--- src/rtl/led_disp_pkg.sv ---
// Shared types and helpers for the multiplexed 7-segment display arbiter.
// Segment and anode drives are active-high.
package led_disp_pkg;

    typedef logic [7:0] seg_t;

    localparam seg_t SEG_BLANK  = 8'h00;
    localparam int   MAX_DIGITS = 32;

    // Any mode_sel value at or above the source count means the display is off.
    function automatic logic is_off(input int unsigned sel, input int unsigned n_src);
        return sel >= n_src;
    endfunction

    function automatic logic [MAX_DIGITS-1:0] onehot(input int unsigned idx, input int unsigned n);
        logic [MAX_DIGITS-1:0] v;
        v = '0;
        if (idx < n && idx < MAX_DIGITS) v[idx[4:0]] = 1'b1;
        return v;
    endfunction

endpackage

--- src/rtl/led_display_arbiter_scan.sv ---
// Digit-slot timer: scan_cnt paces each slot, digit_idx walks the digits and
// wrap marks the last tick of a full scan frame.
module led_scan_timer #(
    parameter int SCAN_DIV     = 100000,
    parameter int N_DIGITS     = 4,
    parameter int BLANK_CYCLES = 2,
    localparam int CNT_W       = $clog2(SCAN_DIV),
    localparam int DIG_W       = (N_DIGITS > 1) ? $clog2(N_DIGITS) : 1
) (
    input  logic             clk,
    input  logic             rst,
    output logic             tick,
    output logic             wrap,
    output logic [DIG_W-1:0] digit_idx,
    output logic             in_blank
);

    logic [CNT_W-1:0] scan_cnt;
    logic             last_digit;

    assign tick       = (scan_cnt == CNT_W'(SCAN_DIV - 1));
    assign last_digit = (digit_idx == DIG_W'(N_DIGITS - 1));
    assign wrap       = tick & last_digit;
    assign in_blank   = (scan_cnt < CNT_W'(BLANK_CYCLES));

    // NOTE: registers take <= so every flop samples pre-edge values; = here would chain updates within one edge.
    always_ff @(posedge clk) begin
        if (rst) begin
            scan_cnt  <= '0;
            digit_idx <= '0;
        end else if (tick) begin
            scan_cnt  <= '0;
            digit_idx <= last_digit ? '0 : digit_idx + DIG_W'(1);
        end else begin
            scan_cnt  <= scan_cnt + CNT_W'(1);
        end
    end

endmodule

--- src/rtl/led_display_arbiter.sv ---
// Multiplexed 7-segment controller: per-frame source snapshot, per-digit blink,
// anti-ghost anode blanking and a timed high-priority overlay.
module led_display_arbiter
    import led_disp_pkg::*;
#(
    parameter int N_DIGITS     = 4,
    parameter int N_SRC        = 2,
    parameter int SCAN_DIV     = 100000,
    parameter int BLANK_CYCLES = 2,
    parameter int BLINK_DIV    = 25000000,
    parameter int OVL_HOLD     = 200000000,
    localparam int SEL_W       = $clog2(N_SRC + 1)
) (
    input  logic                      clk,
    input  logic                      rst,
    input  logic [SEL_W-1:0]          mode_sel,
    input  logic [N_SRC*N_DIGITS*8-1:0] src_seg,
    input  logic [N_SRC-1:0]          src_valid,
    input  logic [N_DIGITS-1:0]       blink_mask,
    input  logic                      ovl_req,
    input  logic [N_DIGITS*8-1:0]     ovl_seg,
    output logic                      ovl_active,
    output logic [7:0]                seg,
    output logic [N_DIGITS-1:0]       an,
    output logic                      frame_start
);

    localparam int DIG_W   = (N_DIGITS > 1) ? $clog2(N_DIGITS) : 1;
    localparam int BLK_W   = (BLINK_DIV > 1) ? $clog2(BLINK_DIV) : 1;
    localparam int OVL_W   = $clog2(OVL_HOLD + 1);
    localparam int FRAME_W = N_DIGITS * 8;

    logic             tick;
    logic             wrap;
    logic             in_blank;
    logic             load_frame;
    logic [DIG_W-1:0] digit_idx;

    logic [FRAME_W-1:0] frame_buf;
    logic [FRAME_W-1:0] sel_frame;
    logic [SEL_W-1:0]   cur_mode;
    logic [BLK_W-1:0]   blink_cnt;
    logic               blink_hidden;
    logic [FRAME_W-1:0] ovl_buf;
    logic [OVL_W-1:0]   ovl_timer;

    seg_t                frame_byte;
    seg_t                ovl_byte;
    seg_t                seg_d;
    logic [N_DIGITS-1:0] an_d;
    logic [N_DIGITS-1:0] digit_onehot;
    logic                mode_off;

    led_scan_timer #(
        .SCAN_DIV    (SCAN_DIV),
        .N_DIGITS    (N_DIGITS),
        .BLANK_CYCLES(BLANK_CYCLES)
    ) u_scan (
        .clk      (clk),
        .rst      (rst),
        .tick     (tick),
        .wrap     (wrap),
        .digit_idx(digit_idx),
        .in_blank (in_blank)
    );

    assign load_frame = tick & wrap;

    // NOTE: every always_comb output gets a default first, so no path leaves it unassigned and no latch is inferred.
    always_comb begin
        sel_frame = '0;
        for (int k = 0; k < N_SRC; k++) begin
            if (mode_sel == SEL_W'(k) && src_valid[k]) sel_frame = src_seg[k*FRAME_W +: FRAME_W];
        end
    end

    always_comb begin
        frame_byte   = frame_buf[{digit_idx, 3'b000} +: 8];
        ovl_byte     = ovl_buf[{digit_idx, 3'b000} +: 8];
        digit_onehot = N_DIGITS'(onehot(32'(digit_idx), N_DIGITS));
        mode_off     = is_off(32'(cur_mode), N_SRC);
        seg_d        = frame_byte;
        an_d         = in_blank ? '0 : digit_onehot;
        if (ovl_active) begin
            seg_d = ovl_byte;
        end else if (mode_off) begin
            seg_d = SEG_BLANK;
            an_d  = '0;
        end else if (blink_hidden && blink_mask[digit_idx]) begin
            seg_d = SEG_BLANK;
        end
    end

    // NOTE: the frame and overlay buffers are plain registers and are cleared on reset, unlike RAM arrays.
    always_ff @(posedge clk) begin
        if (rst) begin
            seg          <= SEG_BLANK;
            an           <= '0;
            frame_start  <= 1'b0;
            frame_buf    <= '0;
            cur_mode     <= '0;
            blink_cnt    <= '0;
            blink_hidden <= 1'b0;
            ovl_buf      <= '0;
            ovl_timer    <= '0;
            ovl_active   <= 1'b0;
        end else begin
            seg         <= seg_d;
            an          <= an_d;
            frame_start <= load_frame;

            if (load_frame) begin
                frame_buf <= sel_frame;
                cur_mode  <= mode_sel;
            end

            if (blink_cnt == BLK_W'(BLINK_DIV - 1)) begin
                blink_cnt    <= '0;
                blink_hidden <= ~blink_hidden;
            end else begin
                blink_cnt    <= blink_cnt + BLK_W'(1);
            end

            // Timer holds the remaining visible cycles; a request always wins over expiry.
            if (ovl_req) begin
                ovl_buf    <= ovl_seg;
                ovl_timer  <= OVL_W'(OVL_HOLD);
                ovl_active <= 1'b1;
            end else if (ovl_active) begin
                ovl_timer <= ovl_timer - OVL_W'(1);
                if (ovl_timer == OVL_W'(1)) ovl_active <= 1'b0;
            end
        end
    end

endmodule

--- config.mk ---
export PLATFORM = sky130hd
export DESIGN_NAME = led_display_arbiter
export DESIGN_NICKNAME = d
export VERILOG_FILES = /design/src/rtl/led_disp_pkg.sv /design/src/rtl/led_display_arbiter_scan.sv /design/src/rtl/led_display_arbiter.sv
export SDC_FILE = /design/constraint.sdc
export NUM_CORES = 1
export LEC_CHECK = 0
export ABC_AREA = 1
export BUFFER_PORTS_ARGS = -buffer_cell sky130_fd_sc_hd__buf_2
export CORE_MARGIN = 5
export CORE_UTILIZATION = 63
export CTS_BUF_LIST = sky130_fd_sc_hd__clkbuf_4 sky130_fd_sc_hd__clkbuf_8
export DETAILED_ROUTE_END_ITERATION = 7
export PLACE_DENSITY = 0.85
export RECOVER_POWER = 25
export SYNTH_ARGS = -nofsm -noshare
export SYNTH_HDL_FRONTEND = slang
export SYNTH_SLANG_ARGS = --single-unit
--- constraint.sdc ---
create_clock -name clk -period 2.2 [get_ports clk]
set_input_delay 0.11 -clock clk [delete_from_list [all_inputs] [get_ports clk]]
set_output_delay 0.11 -clock clk [all_outputs]
set_load 0.05 [all_outputs]
==> results of run 1 <==
==> where the power goes <==
group          switching (mW)  internal [mW]  leakage (nW)
Combinational           0.404          0.275          2.77
Clock                    1.09           1.50         0.236
Sequential             0.0617           2.83          1.24
==> cell usage after synthesis <==
| cell | instances | area [sq um] |
|---|---|---|
| sky130_fd_sc_hd__nor2_2 | 6 | 37.54 |
| sky130_fd_sc_hd__nand3_1 | 87 | 435.4 |
| sky130_fd_sc_hd__inv_2 | 6 | 22.52 |
| sky130_fd_sc_hd__a21oi_1 | 43 | 215.2 |
| sky130_fd_sc_hd__and3_1 | 1 | 6.260 |
| sky130_fd_sc_hd__or2_2 | 3 | 18.77 |
| sky130_fd_sc_hd__o21ai_0 | 126 | 630.6 |
| sky130_fd_sc_hd__buf_4 | 1 | 7.510 |
| sky130_fd_sc_hd__or2_0 | 1 | 6.260 |
| sky130_fd_sc_hd__nand2_2 | 2 | 12.51 |
| sky130_fd_sc_hd__dfxtp_1 | 152 | 3043 |
| sky130_fd_sc_hd__nand2_1 | 220 | 825.8 |
| sky130_fd_sc_hd__nor4_1 | 3 | 18.77 |
| sky130_fd_sc_hd__o22ai_1 | 13 | 81.33 |
| sky130_fd_sc_hd__clkinv_1 | 1 | 3.750 |
| sky130_fd_sc_hd__xnor2_1 | 3 | 26.28 |
| sky130_fd_sc_hd__o21bai_1 | 1 | 7.510 |
| sky130_fd_sc_hd__nor3_1 | 26 | 130.1 |
| sky130_fd_sc_hd__nand4_2 | 1 | 12.51 |
| sky130_fd_sc_hd__buf_1 | 2 | 7.510 |
| sky130_fd_sc_hd__clkbuf_1 | 28 | 105.1 |
| sky130_fd_sc_hd__ha_1 | 8 | 100.1 |
| sky130_fd_sc_hd__xor2_1 | 16 | 140.1 |
| sky130_fd_sc_hd__buf_6 | 6 | 67.56 |
| sky130_fd_sc_hd__nand3b_1 | 3 | 22.52 |
| sky130_fd_sc_hd__nor2_4 | 1 | 11.26 |
| sky130_fd_sc_hd__inv_1 | 128 | 480.5 |
| sky130_fd_sc_hd__nand3_2 | 1 | 10.01 |
| sky130_fd_sc_hd__nand4_1 | 21 | 131.4 |
| sky130_fd_sc_hd__nor3b_1 | 1 | 7.510 |
| sky130_fd_sc_hd__nor3_2 | 3 | 30.03 |
| sky130_fd_sc_hd__buf_2 | 7 | 35.03 |
| sky130_fd_sc_hd__o21ai_1 | 2 | 10.01 |
| sky130_fd_sc_hd__nor2_1 | 197 | 739.5 |
| sky130_fd_sc_hd__nand2_4 | 1 | 11.26 |
| sky130_fd_sc_hd__nor2_8 | 1 | 20.02 |
==> worst max-delay path, cell delays in order, from the launching register on <==
cell and delay (ns):
sky130_fd_sc_hd__dfxtp_1 0.37, sky130_fd_sc_hd__ha_1 0.17, sky130_fd_sc_hd__nand2_1 0.08, sky130_fd_sc_hd__nor2_2 0.14, sky130_fd_sc_hd__nand3_2 0.14, sky130_fd_sc_hd__nor2_4 0.18, sky130_fd_sc_hd__nand2_4 0.10, sky130_fd_sc_hd__nor2_8 0.35
sky130_fd_sc_hd__nand2_1 0.16, sky130_fd_sc_hd__nand2_1 0.09
==> final cells by class <==
type	count	area (sq um)
Multi-Input combinational cell	791	3701
Sequential cell	152	3043
Fill cell	756	2270
Timing Repair Buffer	196	1320
Inverter	135	506.7
Clock buffer	18	247.7
Clock inverter	14	246.5
Tap cell	143	178.9
Antenna cell	1	2.502
==> final timing paths <==
path                            from             to  slack, ns  depth (start not counted)
setup / recovery  u_scan.scan_cnt[1]  frame_buf[22]       0.34                          9
setup reg to reg  u_scan.scan_cnt[1]  frame_buf[22]       0.34                          9
hold reg to reg        frame_buf[11]  frame_buf[11]       0.45                          2
hold / removal           src_seg[15]  frame_buf[15]       0.01                          5
==> logic make-up (layout without fill, tap and decap cells) <==
family	count (synthesis)	after routing	share of synthesized area, %
simple gates	579	579	33.29
compound gates	185	185	12.64
buf+inv	179	363	9.764
flops	152	152	40.73
xor+xnor	19	19	2.227
fa+ha+maj	8	8	1.340
other cells	0	1	0
==> registers in the layout, summed over array words and instances (netlist names) <==
signal            cells
frame_buf            32
ovl_buf              32
ovl_timer            28
blink_cnt            25
u_scan.scan_cnt      17
seg                   8
an                    4
u_scan.digit_idx      2
blink_hidden          1
cur_mode              1
frame_start           1
ovl_active            1
==> through the flow <==
stage	cells	setup slack [ns]	hold WS [ns]
6_report	1450	0.3430	0.01050
5_1_grt	1450	0.1900	0.007515
4_1_cts	1449	0.4091	0.00007508
3_5_place_dp	1353	0.4357	0.3367
3_3_place_gp	1353	0.4760	0.3312
2_1_floorplan	1122	0.5183	0.1791
==> routing by layer <==
layer	part of all wire (%)	vias to the layer above	GRT usage [%]
met4	3.6	0	14.41
li1	-	3941	-
met2	48	383	49.80
met5	0	-	0
met1	41	3593	36.33
met3	7.3	72	6.161
==> implementation parameters, run 1 <==
Parameter                              Value

Timing
  Share of the clock period used by the worst path after layout    84.41%
  Slew @ Worst Pin    1.396 ns
  Count of endpoints failing hold in the final timing report    0
  Relative max-transition margin    6.855%
  Setup TNS Final    0 ns
  Final critical path time including I/O delays and setup    1.857 ns
  Clk_skew    0.009780 ns
  Number of pins exceeding their max-slew limit in the final report    0
  Final setup fails    0
  Unrepaired setup endpoints after global routing    false
  Highest clock rate    538.5 MHz

Drt
  Number of design rule violations left after detail routing    0
  Number of detailed-route iterations in the first pass    6
  Number of routed nets with antenna violations    0
  Average wire length per cell after detail routing    14.42 microns
  Total Routed Length    20.91 mm
  Via density per instance    5.510
  Count of routing violations after the opening detailed-route iteration    850
  DR vias    7989

Die
  Number of rows in the core area    39
  Die area    14140 sq um
  Die X-Extent    118.9 microns
  Top-level port count    121
  Effective utilization at floorplan    64.87%
  Overall die height    118.9 microns
  Area inside the core boundary    11520 sq um

Yosys
  Share of the yosys chip area belonging to registers    40.73%
  Number of synthesis warnings    0
  Average cell area after synthesis    6.659 sq um
  Area of the mapped netlist    7471 sq um
  Post-synthesis instance total    1122
  Post-synthesis register bit count    152
  Syn_nets    1237
  Synth unique cells    36

CTS
  Clk Tree Root Cell    sky130_fd_sc_hd__clkbuf_8
  Number of cells upsized or downsized after cts    0
  Setup Buffers After CTS    0
  Clock latency on the worst-skew pair    0.47 ns
  Register clock-pin slew on the reported worst setup and hold paths    0.08 ns
  H-Tree Level Count    4
  Hold Buf Count CTS    64
  TritonCTS clock tree    done
  TritonCTS Buffers    17
  Number of buffers on the longest clock path    2
  Clk sinks    152

Cells and area
  Core occupancy in the finished layout    80.29%
  Post-layout nets    1408
  Signed area change from the synthesized netlist to the final layout    23.76%
  Fin area    9246 sq um
  Fraction of final layout cells sized beyond drive strength 1    13.94%
  Commonest non-fill, non-tap cells in the layout    sky130_fd_sc_hd__nand2_1 (220), sky130_fd_sc_hd__nor2_1 (196), sky130_fd_sc_hd__dfxtp_1 (152)
  Most common cell after layout, fill and taps aside    sky130_fd_sc_hd__nand2_1

Global route
  Number of global-route vias before repair    7695
  Number of antenna violations at the first check in global routing    1
  Total congestion overflow after global routing    0
  Maximum number of pins on one net before global-route repair    47
  Tot GR Track Use    29.63%
  Wire length of the first global-routing pass    34.62 mm

Pwr
  Total power density per cell area    667.4 nW/um^2
  Total power    6.171 mW
  Pleak    4.248 nW
  Peak supply drop    0.0005423 V

Worst setup path
  Required arrival time at the worst endpoint    2.61 ns
  Worst Setup Start Kind    register
  Max FO, Critical Path    33
  CP Class    register to register
  Data arrival, critical path    2.27 ns
  Worst setup EP type    register

Placement
  Detail Placement HPWL    13.05 mm
  Area after detailed placement    8120 sq um
  Number of port buffers    120
  Placer Congestion    0.9286

Hold path
  Type of the most critical hold path    input pin to register

Outcome
  Run status    completed

Run
  Reported max-cap violation count    0
Power figures use the tool's default switching activity.
==> inputs of run 2 (changes only) <==
--- a/config.mk
+++ b/config.mk
@@ -8,10 +8,10 @@
 export ABC_AREA = 1
 export BUFFER_PORTS_ARGS = -buffer_cell sky130_fd_sc_hd__buf_2
 export CORE_MARGIN = 5
-export CORE_UTILIZATION = 63
+export CORE_UTILIZATION = 53
 export CTS_BUF_LIST = sky130_fd_sc_hd__clkbuf_4 sky130_fd_sc_hd__clkbuf_8
 export DETAILED_ROUTE_END_ITERATION = 7
-export PLACE_DENSITY = 0.85
+export PLACE_DENSITY = 0.76
 export RECOVER_POWER = 25
 export SYNTH_ARGS = -nofsm -noshare
 export SYNTH_HDL_FRONTEND = slang
==> constraint.sdc (replaced) <==
create_clock -name clk -period 1.6 [get_ports clk]
set_input_delay 0.08 -clock clk [delete_from_list [all_inputs] [get_ports clk]]
set_output_delay 0.08 -clock clk [all_outputs]
set_load 0.05 [all_outputs]
==> implementation parameters, run 2 (synthesis gave the netlist of run 1 again) <==
Parameter                              Value

Run
  Reported max-cap violation count    0 (unchanged)

Cells and area
  Post-layout nets    1474 (was 1408)
  Core occupancy in the finished layout    72.67% (was 80.29%)
  Commonest non-fill, non-tap cells in the layout    sky130_fd_sc_hd__nand2_1 (213), sky130_fd_sc_hd__nor2_1 (186), sky130_fd_sc_hd__dfxtp_1 (145) (was sky130_fd_sc_hd__nand2_1 (220), sky130_fd_sc_hd__nor2_1 (196), sky130_fd_sc_hd__dfxtp_1 (152))
  Filler cell count    1018 (was 756)
  Most common cell after layout, fill and taps aside    sky130_fd_sc_hd__nand2_1 (unchanged)
  Fin area    10050 sq um (was 9246 sq um)
  Signed area change from the synthesized netlist to the final layout    34.50% (was 23.76%)
  Fraction of final layout cells sized beyond drive strength 1    19.75% (was 13.94%)
  FF/Latch Area    3052 sq um (was 3043 sq um)
  Area of combinational cells with multiple inputs    3866 sq um (was 3701 sq um)
  Registers with the most flip-flops    frame_buf (32), ovl_buf (32), ovl_timer (28) (unchanged)

Worst setup path
  Worst setup EP type    register (unchanged)
  Critical path's largest stage delay    0.36 ns (was 0.37 ns)
  Worst Setup Start Kind    register (unchanged)
  Library cell appearing most often on the critical path    sky130_fd_sc_hd__nor2_4 (was sky130_fd_sc_hd__nand2_1)
  Critical Path, Cell by Cell    ha_4 -> nand2_2 -> nor2_4 -> nand3_2 -> nor2_4 -> nand2_4 -> nor2_8 -> buf_12 -> nand2_1 -> o21ai_0 (was ha_1 -> nand2_1 -> nor2_2 -> nand3_2 -> nor2_4 -> nand2_4 -> nor2_8 -> nand2_1 -> nand2_1)
  CP Class    register to register (unchanged)
  Worst-path cell with the longest stage delay    sky130_fd_sc_hd__dfxtp_2 (was sky130_fd_sc_hd__dfxtp_1)
  Data arrival, critical path    1.93 ns (was 2.27 ns)
  Max FO, Critical Path    8 (was 33)
  Required arrival time at the worst endpoint    1.98 ns (was 2.61 ns)

Drt
  Average wire length per cell after detail routing    14.07 microns (was 14.42 microns)
  Count of routing violations after the opening detailed-route iteration    685 (was 850)
  DR vias    8158 (was 7989)
  Number of routed nets with antenna violations    0 (unchanged)
  Total Routed Length    21.86 mm (was 20.91 mm)
  Number of detailed-route iterations in the first pass    5 (was 6)
  Number of design rule violations left after detail routing    0 (unchanged)
  Via density per instance    5.253 (was 5.510)

Pwr
  Total power    8.069 mW (was 6.171 mW)
  Pleak    4.592 nW (was 4.248 nW)
  Total power density per cell area    803.0 nW/um^2 (was 667.4 nW/um^2)
  Peak supply drop    0.0006184 V (was 0.0005423 V)

Die
  Effective utilization at floorplan    54.03% (was 64.87%)
  Number of rows in the core area    43 (was 39)
  Die area    16570 sq um (was 14140 sq um)
  Die X-Extent    128.7 microns (was 118.9 microns)
  Area inside the core boundary    13830 sq um (was 11520 sq um)
  Top-level port count    121 (unchanged)
  Overall die height    128.7 microns (was 118.9 microns)

CTS
  Clock latency on the worst-skew pair    0.47 ns (about the same)
  Clk Tree Root Cell    sky130_fd_sc_hd__clkbuf_8 (unchanged)
  TritonCTS Buffers    17 (unchanged)
  Register clock-pin slew on the reported worst setup and hold paths    0.08 ns (about the same)
  Number of buffers on the longest clock path    2 (unchanged)
  Clk sinks    152 (unchanged)
  H-Tree Level Count    4 (unchanged)
  TritonCTS clock tree    done (unchanged)

Timing
  Highest clock rate    643.4 MHz (was 538.5 MHz)
  Count of endpoints failing hold in the final timing report    0 (unchanged)
  Hold_ws    0.007434 ns (was 0.01050 ns)
  Clk_skew    0.01331 ns (was 0.009780 ns)
  Slew @ Worst Pin    0.5795 ns (was 1.396 ns)
  Final setup fails    0 (unchanged)
  Share of the clock period used by the worst path after layout    97.15% (was 84.41%)
  Relative max-transition margin    61.37% (was 6.855%)
  Final critical path time including I/O delays and setup    1.554 ns (was 1.857 ns)
  Number of pins exceeding their max-slew limit in the final report    0 (unchanged)
  Unrepaired setup endpoints after global routing    true (was false)
  Setup slack after layout    0.04564 ns (was 0.3430 ns)

Placement
  Detail Placement HPWL    13.93 mm (was 13.05 mm)
  Area after detailed placement    8558 sq um (was 8120 sq um)
  Dpl ws    -0.05221 ns (was 0.4357 ns)
  Placer Congestion    0.9169 (was 0.9286)
  Number of port buffers    120 (unchanged)

Global route
  Maximum number of pins on one net before global-route repair    47 (unchanged)
  Number of antenna violations at the first check in global routing    0 (was 1)
  Total congestion overflow after global routing    0 (unchanged)
  Wire length of the first global-routing pass    34.73 mm (was 34.62 mm)
  Number of global-route vias before repair    7592 (was 7695)
  Tot GR Track Use    25.72% (was 29.63%)

Outcome
  Run status    completed (unchanged)

Hold path
  Type of the most critical hold path    input pin to register (unchanged)
run 2: cell count changes in the layout (fill, tap and decap cells not counted), moves of 6 or more:
cell | previous run | this run
sky130_fd_sc_hd__dfxtp_2 | 0 | 7
sky130_fd_sc_hd__nand2_1 | 220 | 213
sky130_fd_sc_hd__buf_12 | 0 | 6
sky130_fd_sc_hd__clkbuf_1 | 7 | 0
sky130_fd_sc_hd__nor2_1 | 196 | 186
sky130_fd_sc_hd__nor2_4 | 1 | 9
sky130_fd_sc_hd__buf_4 | 11 | 51
sky130_fd_sc_hd__buf_2 | 114 | 120
sky130_fd_sc_hd__dlygate4sd3_1 | 64 | 83
sky130_fd_sc_hd__dfxtp_1 | 152 | 145
run 2: worst paths after layout:
kind                            from            end  slack [ns]  cells after the start
hold reg to reg        frame_buf[21]  frame_buf[21]        0.45                      2
hold / removal            src_seg[7]   frame_buf[7]       0.007                      5
setup reg to reg  u_scan.scan_cnt[0]  frame_buf[15]        0.05                     10
setup / recovery  u_scan.scan_cnt[0]  frame_buf[15]        0.05                     10
run 2: worst max-delay path: cells and delay by family (launching register included):
family                     cells  cell delay, ns
adders and majority gates      1            0.14
and+or+nand+nor                7            0.76
DFF                            1            0.36
AOI/OAI and AO/OA              1            0.07
buffers and inverters          1            0.14
run 2: metal layers:
| metal | vias up | GRT usage (%) | part of all wire (%) |
|---|---|---|---|
| met5 | - | 0 | 0 |
| li1 | 4074 | - | - |
| met2 | 323 | 43.96 | 49 |
| met3 | 75 | 5.272 | 5.8 |
| met1 | 3686 | 31.20 | 42 |
| met4 | 0 | 11.49 | 3.6 |
run 2: report_power, final:
group          internal, mW  total [mW]  leakage (nW)  switching (mW)
Combinational         0.491        1.09          3.17           0.604
Clock                  1.48        2.99         0.183            1.52
Sequential             3.90        3.98          1.24          0.0817
run 2: metrics by stage:
stage	instances	setup TNS [ns]
6_report	1553	0
5_1_grt	1552	-0.1856
4_1_cts	1547	0
3_5_place_dp	1432	-0.5442
3_3_place_gp	1432	0
2_1_floorplan	1122	0
run 2: repair_timing:
action	4_1_cts	5_1_grt
hold endpoints to repair	62	0
buffers inserted	0	3
resized for setup	3	46
pin swaps	0	6
setup endpoints to repair	32	90
gates cloned	0	2
hold buffers	83	0
run 2: area by class of cell:
class / instances / area share (%)
inverters: 135 / 5.068
clock buffers: 19 / 2.602
repair buffers: 262 / 19.75
clock inverters: 13 / 1.469
multi-input cells: 791 / 38.48
well taps: 180 / 2.241
flip-flops and latches: 152 / 30.37
diodes: 1 / 0.02490
==> inputs of run 3 (changes only) <==
--- a/config.mk
+++ b/config.mk
@@ -5,13 +5,12 @@
 export SDC_FILE = /design/constraint.sdc
 export NUM_CORES = 1
 export LEC_CHECK = 0
-export ABC_AREA = 1
 export BUFFER_PORTS_ARGS = -buffer_cell sky130_fd_sc_hd__buf_2
 export CORE_MARGIN = 5
-export CORE_UTILIZATION = 53
+export CORE_UTILIZATION = 52
 export CTS_BUF_LIST = sky130_fd_sc_hd__clkbuf_4 sky130_fd_sc_hd__clkbuf_8
 export DETAILED_ROUTE_END_ITERATION = 7
-export PLACE_DENSITY = 0.76
+export PLACE_DENSITY = 0.75
 export RECOVER_POWER = 25
 export SYNTH_ARGS = -nofsm -noshare
 export SYNTH_HDL_FRONTEND = slang
==> implementation parameters, run 3 <==
Parameter                              Value

Global route
  Tot GR Track Use    32.38% (was 25.72%)
  Number of global-route vias before repair    7911 (was 7592)
  Number of antenna violations at the first check in global routing    4 (was 0)
  Maximum number of pins on one net before global-route repair    44 (was 47)
  Wire length of the first global-routing pass    40.65 mm (was 34.73 mm)
  Total congestion overflow after global routing    0 (unchanged)

Timing
  Highest clock rate    446.9 MHz (was 643.4 MHz)
  Hold_ws    0.01938 ns (was 0.007434 ns)
  Final setup fails    101 (was 0)
  Final critical path time including I/O delays and setup    2.238 ns (was 1.554 ns)
  Count of endpoints failing hold in the final timing report    0 (unchanged)
  Share of the clock period used by the worst path after layout    139.9% (was 97.15%)
  Relative max-transition margin    48.74% (was 61.37%)
  Slew @ Worst Pin    0.7673 ns (was 0.5795 ns)
  Number of pins exceeding their max-slew limit in the final report    0 (unchanged)
  Setup slack after layout    -0.6377 ns (was 0.04564 ns)
  Clk_skew    0.03024 ns (was 0.01331 ns)
  Unrepaired setup endpoints after global routing    true (unchanged)

Drt
  Number of detailed-route iterations in the first pass    8 (was 5)
  Average wire length per cell after detail routing    31.44 microns (was 14.07 microns)
  Total Routed Length    38.48 mm (was 21.86 mm)
  Number of design rule violations left after detail routing    0 (unchanged)
  Via density per instance    7.303 (was 5.253)
  Number of routed nets with antenna violations    0 (unchanged)
  DR vias    8939 (was 8158)
  Count of routing violations after the opening detailed-route iteration    1741 (was 685)

Cells and area
  FF/Latch Area    3074 sq um (was 3052 sq um)
  Most common cell after layout, fill and taps aside    sky130_fd_sc_hd__dfxtp_1 (was sky130_fd_sc_hd__nand2_1)
  Filler cell count    391 (was 1018)
  Fraction of final layout cells sized beyond drive strength 1    44.57% (was 19.75%)
  Registers with the most flip-flops    frame_buf (32), ovl_buf (32), ovl_timer (28) (unchanged)
  Post-layout nets    1152 (was 1474)
  Signed area change from the synthesized netlist to the final layout    64.19% (was 34.50%)
  Area of combinational cells with multiple inputs    4417 sq um (was 3866 sq um)
  Commonest non-fill, non-tap cells in the layout    sky130_fd_sc_hd__dfxtp_1 (133), sky130_fd_sc_hd__buf_2 (119), sky130_fd_sc_hd__dlygate4sd3_1 (96) (was sky130_fd_sc_hd__nand2_1 (213), sky130_fd_sc_hd__nor2_1 (186), sky130_fd_sc_hd__dfxtp_1 (145))
  Fin area    11220 sq um (was 10050 sq um)

CTS
  TritonCTS Buffers    17 (unchanged)
  Number of buffers on the longest clock path    2 (unchanged)
  Clk Tree Root Cell    sky130_fd_sc_hd__clkbuf_8 (unchanged)
  Clock latency on the worst-skew pair    0.52 ns (was 0.47 ns)
  Register clock-pin slew on the reported worst setup and hold paths    0.10 ns (was 0.08 ns)
  Clk sinks    152 (unchanged)
  TritonCTS clock tree    done (unchanged)
  H-Tree Level Count    4 (unchanged)

Yosys
  Syn_nets    830 (was 1237)
  Number of synthesis warnings    0 (unchanged)
  Synth unique cells    58 (was 36)
  Average cell area after synthesis    9.555 sq um (was 6.659 sq um)
  Most frequently used flop master after synthesis    sky130_fd_sc_hd__dfxtp_1 (unchanged)
  Cell with the most instances after synthesis    sky130_fd_sc_hd__dfxtp_1 (was sky130_fd_sc_hd__nand2_1)
  Yosys top cell area share    44.54% (was 40.73%)
  Post-synthesis register bit count    152 (unchanged)
  Post-synth top area cell    sky130_fd_sc_hd__dfxtp_1 (unchanged)
  Number of flops mapped to enable cells by yosys    0 (unchanged)
  Most common library cells after synthesis    sky130_fd_sc_hd__dfxtp_1 (152), sky130_fd_sc_hd__nor2_1 (82), sky130_fd_sc_hd__inv_1 (35) (was sky130_fd_sc_hd__nand2_1 (220), sky130_fd_sc_hd__nor2_1 (197), sky130_fd_sc_hd__dfxtp_1 (152))
  Post-synthesis instance total    715 (was 1122)
  Share of the yosys chip area belonging to registers    44.54% (was 40.73%)
  Biggest area contributors in the synthesized netlist    sky130_fd_sc_hd__dfxtp_1 (45%), sky130_fd_sc_hd__mux4_2 (5.6%), sky130_fd_sc_hd__mux2i_1 (4.7%) (was sky130_fd_sc_hd__dfxtp_1 (41%), sky130_fd_sc_hd__nand2_1 (11%), sky130_fd_sc_hd__nor2_1 (9.9%))
  Area of the mapped netlist    6832 sq um (was 7471 sq um)
  Async SR Flop Fraction    0% (unchanged)

Die
  Top-level port count    121 (unchanged)
  Overall die height    124.6 microns (was 128.7 microns)
  Effective utilization at floorplan    53.48% (was 54.03%)
  Die area    15530 sq um (was 16570 sq um)
  Area inside the core boundary    12770 sq um (was 13830 sq um)
  Number of rows in the core area    41 (was 43)
  Die X-Extent    124.6 microns (was 128.7 microns)

Pwr
  Total power density per cell area    857.8 nW/um^2 (was 803.0 nW/um^2)
  Peak supply drop    0.0008238 V (was 0.0006184 V)
  Pleak    4.318 nW (was 4.592 nW)

Worst setup path
  Critical Path, Cell by Cell    ha_4 -> and4_4 -> and3_4 -> buf_6 -> a31oi_4 -> buf_12 -> a21boi_1 (was ha_4 -> nand2_2 -> nor2_4 -> nand3_2 -> nor2_4 -> nand2_4 -> nor2_8 -> buf_12 -> nand2_1 -> o21ai_0)
  Worst-path cell with the longest stage delay    sky130_fd_sc_hd__a21boi_1 (was sky130_fd_sc_hd__dfxtp_2)
  Required arrival time at the worst endpoint    1.93 ns (was 1.98 ns)
  CP Class    register to register (unchanged)
  Worst Setup Start Kind    register (unchanged)
  Depth of the most critical reg-to-reg path    7 (was 10)
  Worst setup EP type    register (unchanged)
  Stages on the worst setup path    7 (was 10)
  FF-to-FF setup slack    -0.64 ns (was 0.05 ns)
  Cell family contributing the most delay on the critical path    compound AO/OA/AOI/OAI gates (was simple AND/OR/NAND/NOR gates)
  Critical path's largest stage delay    0.64 ns (was 0.36 ns)
  Count of buffer and inverter cells on the critical path    2 (was 1)
  Data arrival, critical path    2.57 ns (was 1.93 ns)
  Max FO, Critical Path    5 (was 8)

Outcome
  Violated checks    negative setup slack
  Run status    finished, violations left (was completed)

Placement
  Area after detailed placement    8414 sq um (was 8558 sq um)
  Placer Congestion    0.8445 (was 0.9169)
  Number of port buffers    120 (unchanged)
  Detail Placement HPWL    13.43 mm (was 13.93 mm)

Hold path
  Type of the most critical hold path    input pin to register (unchanged)
  Hold Path Depth    3 (was 5)

Run
  Reported max-cap violation count    0 (unchanged)
==> run 3: cell types whose count changed in the layout (fill, tap and decap cells not counted), sizes merged, moves of 17 or more <==
| cell | delta |
|---|---|
| mux4 | +17 |
| inv | -97 |
| or4 | +17 |
| nand3 | -70 |
| o21ai | -110 |
| nor2 | -123 |
| buf | +72 |
| a22oi | +32 |
| mux2i | +32 |
| nand2 | -200 |
| nor3 | -17 |
| o2bb2ai | +32 |
==> run 3: cell families (layout without fill, tap and decap cells) <==
family	Yosys count	count (layout)	share of synthesized area, %
multiplexers	51	51	10.62
AO/OA/AOI/OAI	153	153	15.84
other	0	2	0
buffers and inverters	81	416	4.597
adder cells (fa/ha/maj)	8	8	1.465
XOR/XNOR	30	30	3.846
AND/OR/NAND/NOR	240	240	19.08
flip-flops	152	152	44.54
==> run 3: report_power, final <==
part | internal (mW) | switching (mW)
logic | 0.906 | 1.01
clock network | 1.91 | 1.77
registers | 3.90 | 0.129
total | 6.72 | 2.91
==> run 3: per-layer routing <==
layer	routed length, microns	GRT usage (%)	part of all wire [%]	vias to the layer above
li1	-	-	-	3295
met1	11770	35.99	31	3987
met2	16380	56.04	43	1174
met3	5750	6.947	15	477
met4	4523	20.44	12	6
met5	51	0	0.13	-
==> run 3: final cells by class <==
cell class	instances	share of cell area [%]
Multi-Input combinational cell	482	39.38
Timing Repair Buffer	348	25.89
Tap cell	172	1.919
Clock inverter	14	1.952
Clock buffer	18	2.209
Antenna cell	2	0.04462
Inverter	36	1.205
Sequential cell	152	27.41
==> run 3: final timing paths <==
path                            from             endpoint
hold reg to reg   u_scan.scan_cnt[0]   u_scan.scan_cnt[0]
hold / removal                   rst         frame_buf[0]
setup / recovery  u_scan.scan_cnt[0]  u_scan.digit_idx[0]
setup reg to reg  u_scan.scan_cnt[0]  u_scan.digit_idx[0]
==> run 3: metrics by stage <==
stage / setup TNS [ns] / util, % / power, mW / cells / setup slack (ns)
final: -20.27 / 87.81 / 9.622 / 1224 / -0.6377
after global placement: -4.445 / 65.87 / 5.076 / 1056 / -0.2703
after global routing: -22.35 / 87.78 / 9.712 / 1222 / -0.6096
after CTS: -8.255 / 81.24 / 8.795 / 1205 / -0.3003
after detailed placement: -5.474 / 65.87 / 5.125 / 1056 / -0.2762
after floorplan: -5.562 / - / 4.653 / 715 / -0.2452
==> run 3: timing repair <==
| item | 4_1_cts | 5_1_grt |
|---|---|---|
| resized for setup | 63 | 134 |
| pin swaps | 31 | 52 |
| endpoints found under the hold margin | 65 | 0 |
| cloned | 5 | 3 |
| hold buffers | 96 | 0 |
| endpoints found under the setup margin | 86 | 104 |
| setup buffers | 16 | 21 |
==> run 3: worst min-delay path, stage by stage <==
cell                       delay, ns
sky130_fd_sc_hd__buf_2          0.10
sky130_fd_sc_hd__buf_4          0.21
sky130_fd_sc_hd__a211oi_2       0.08
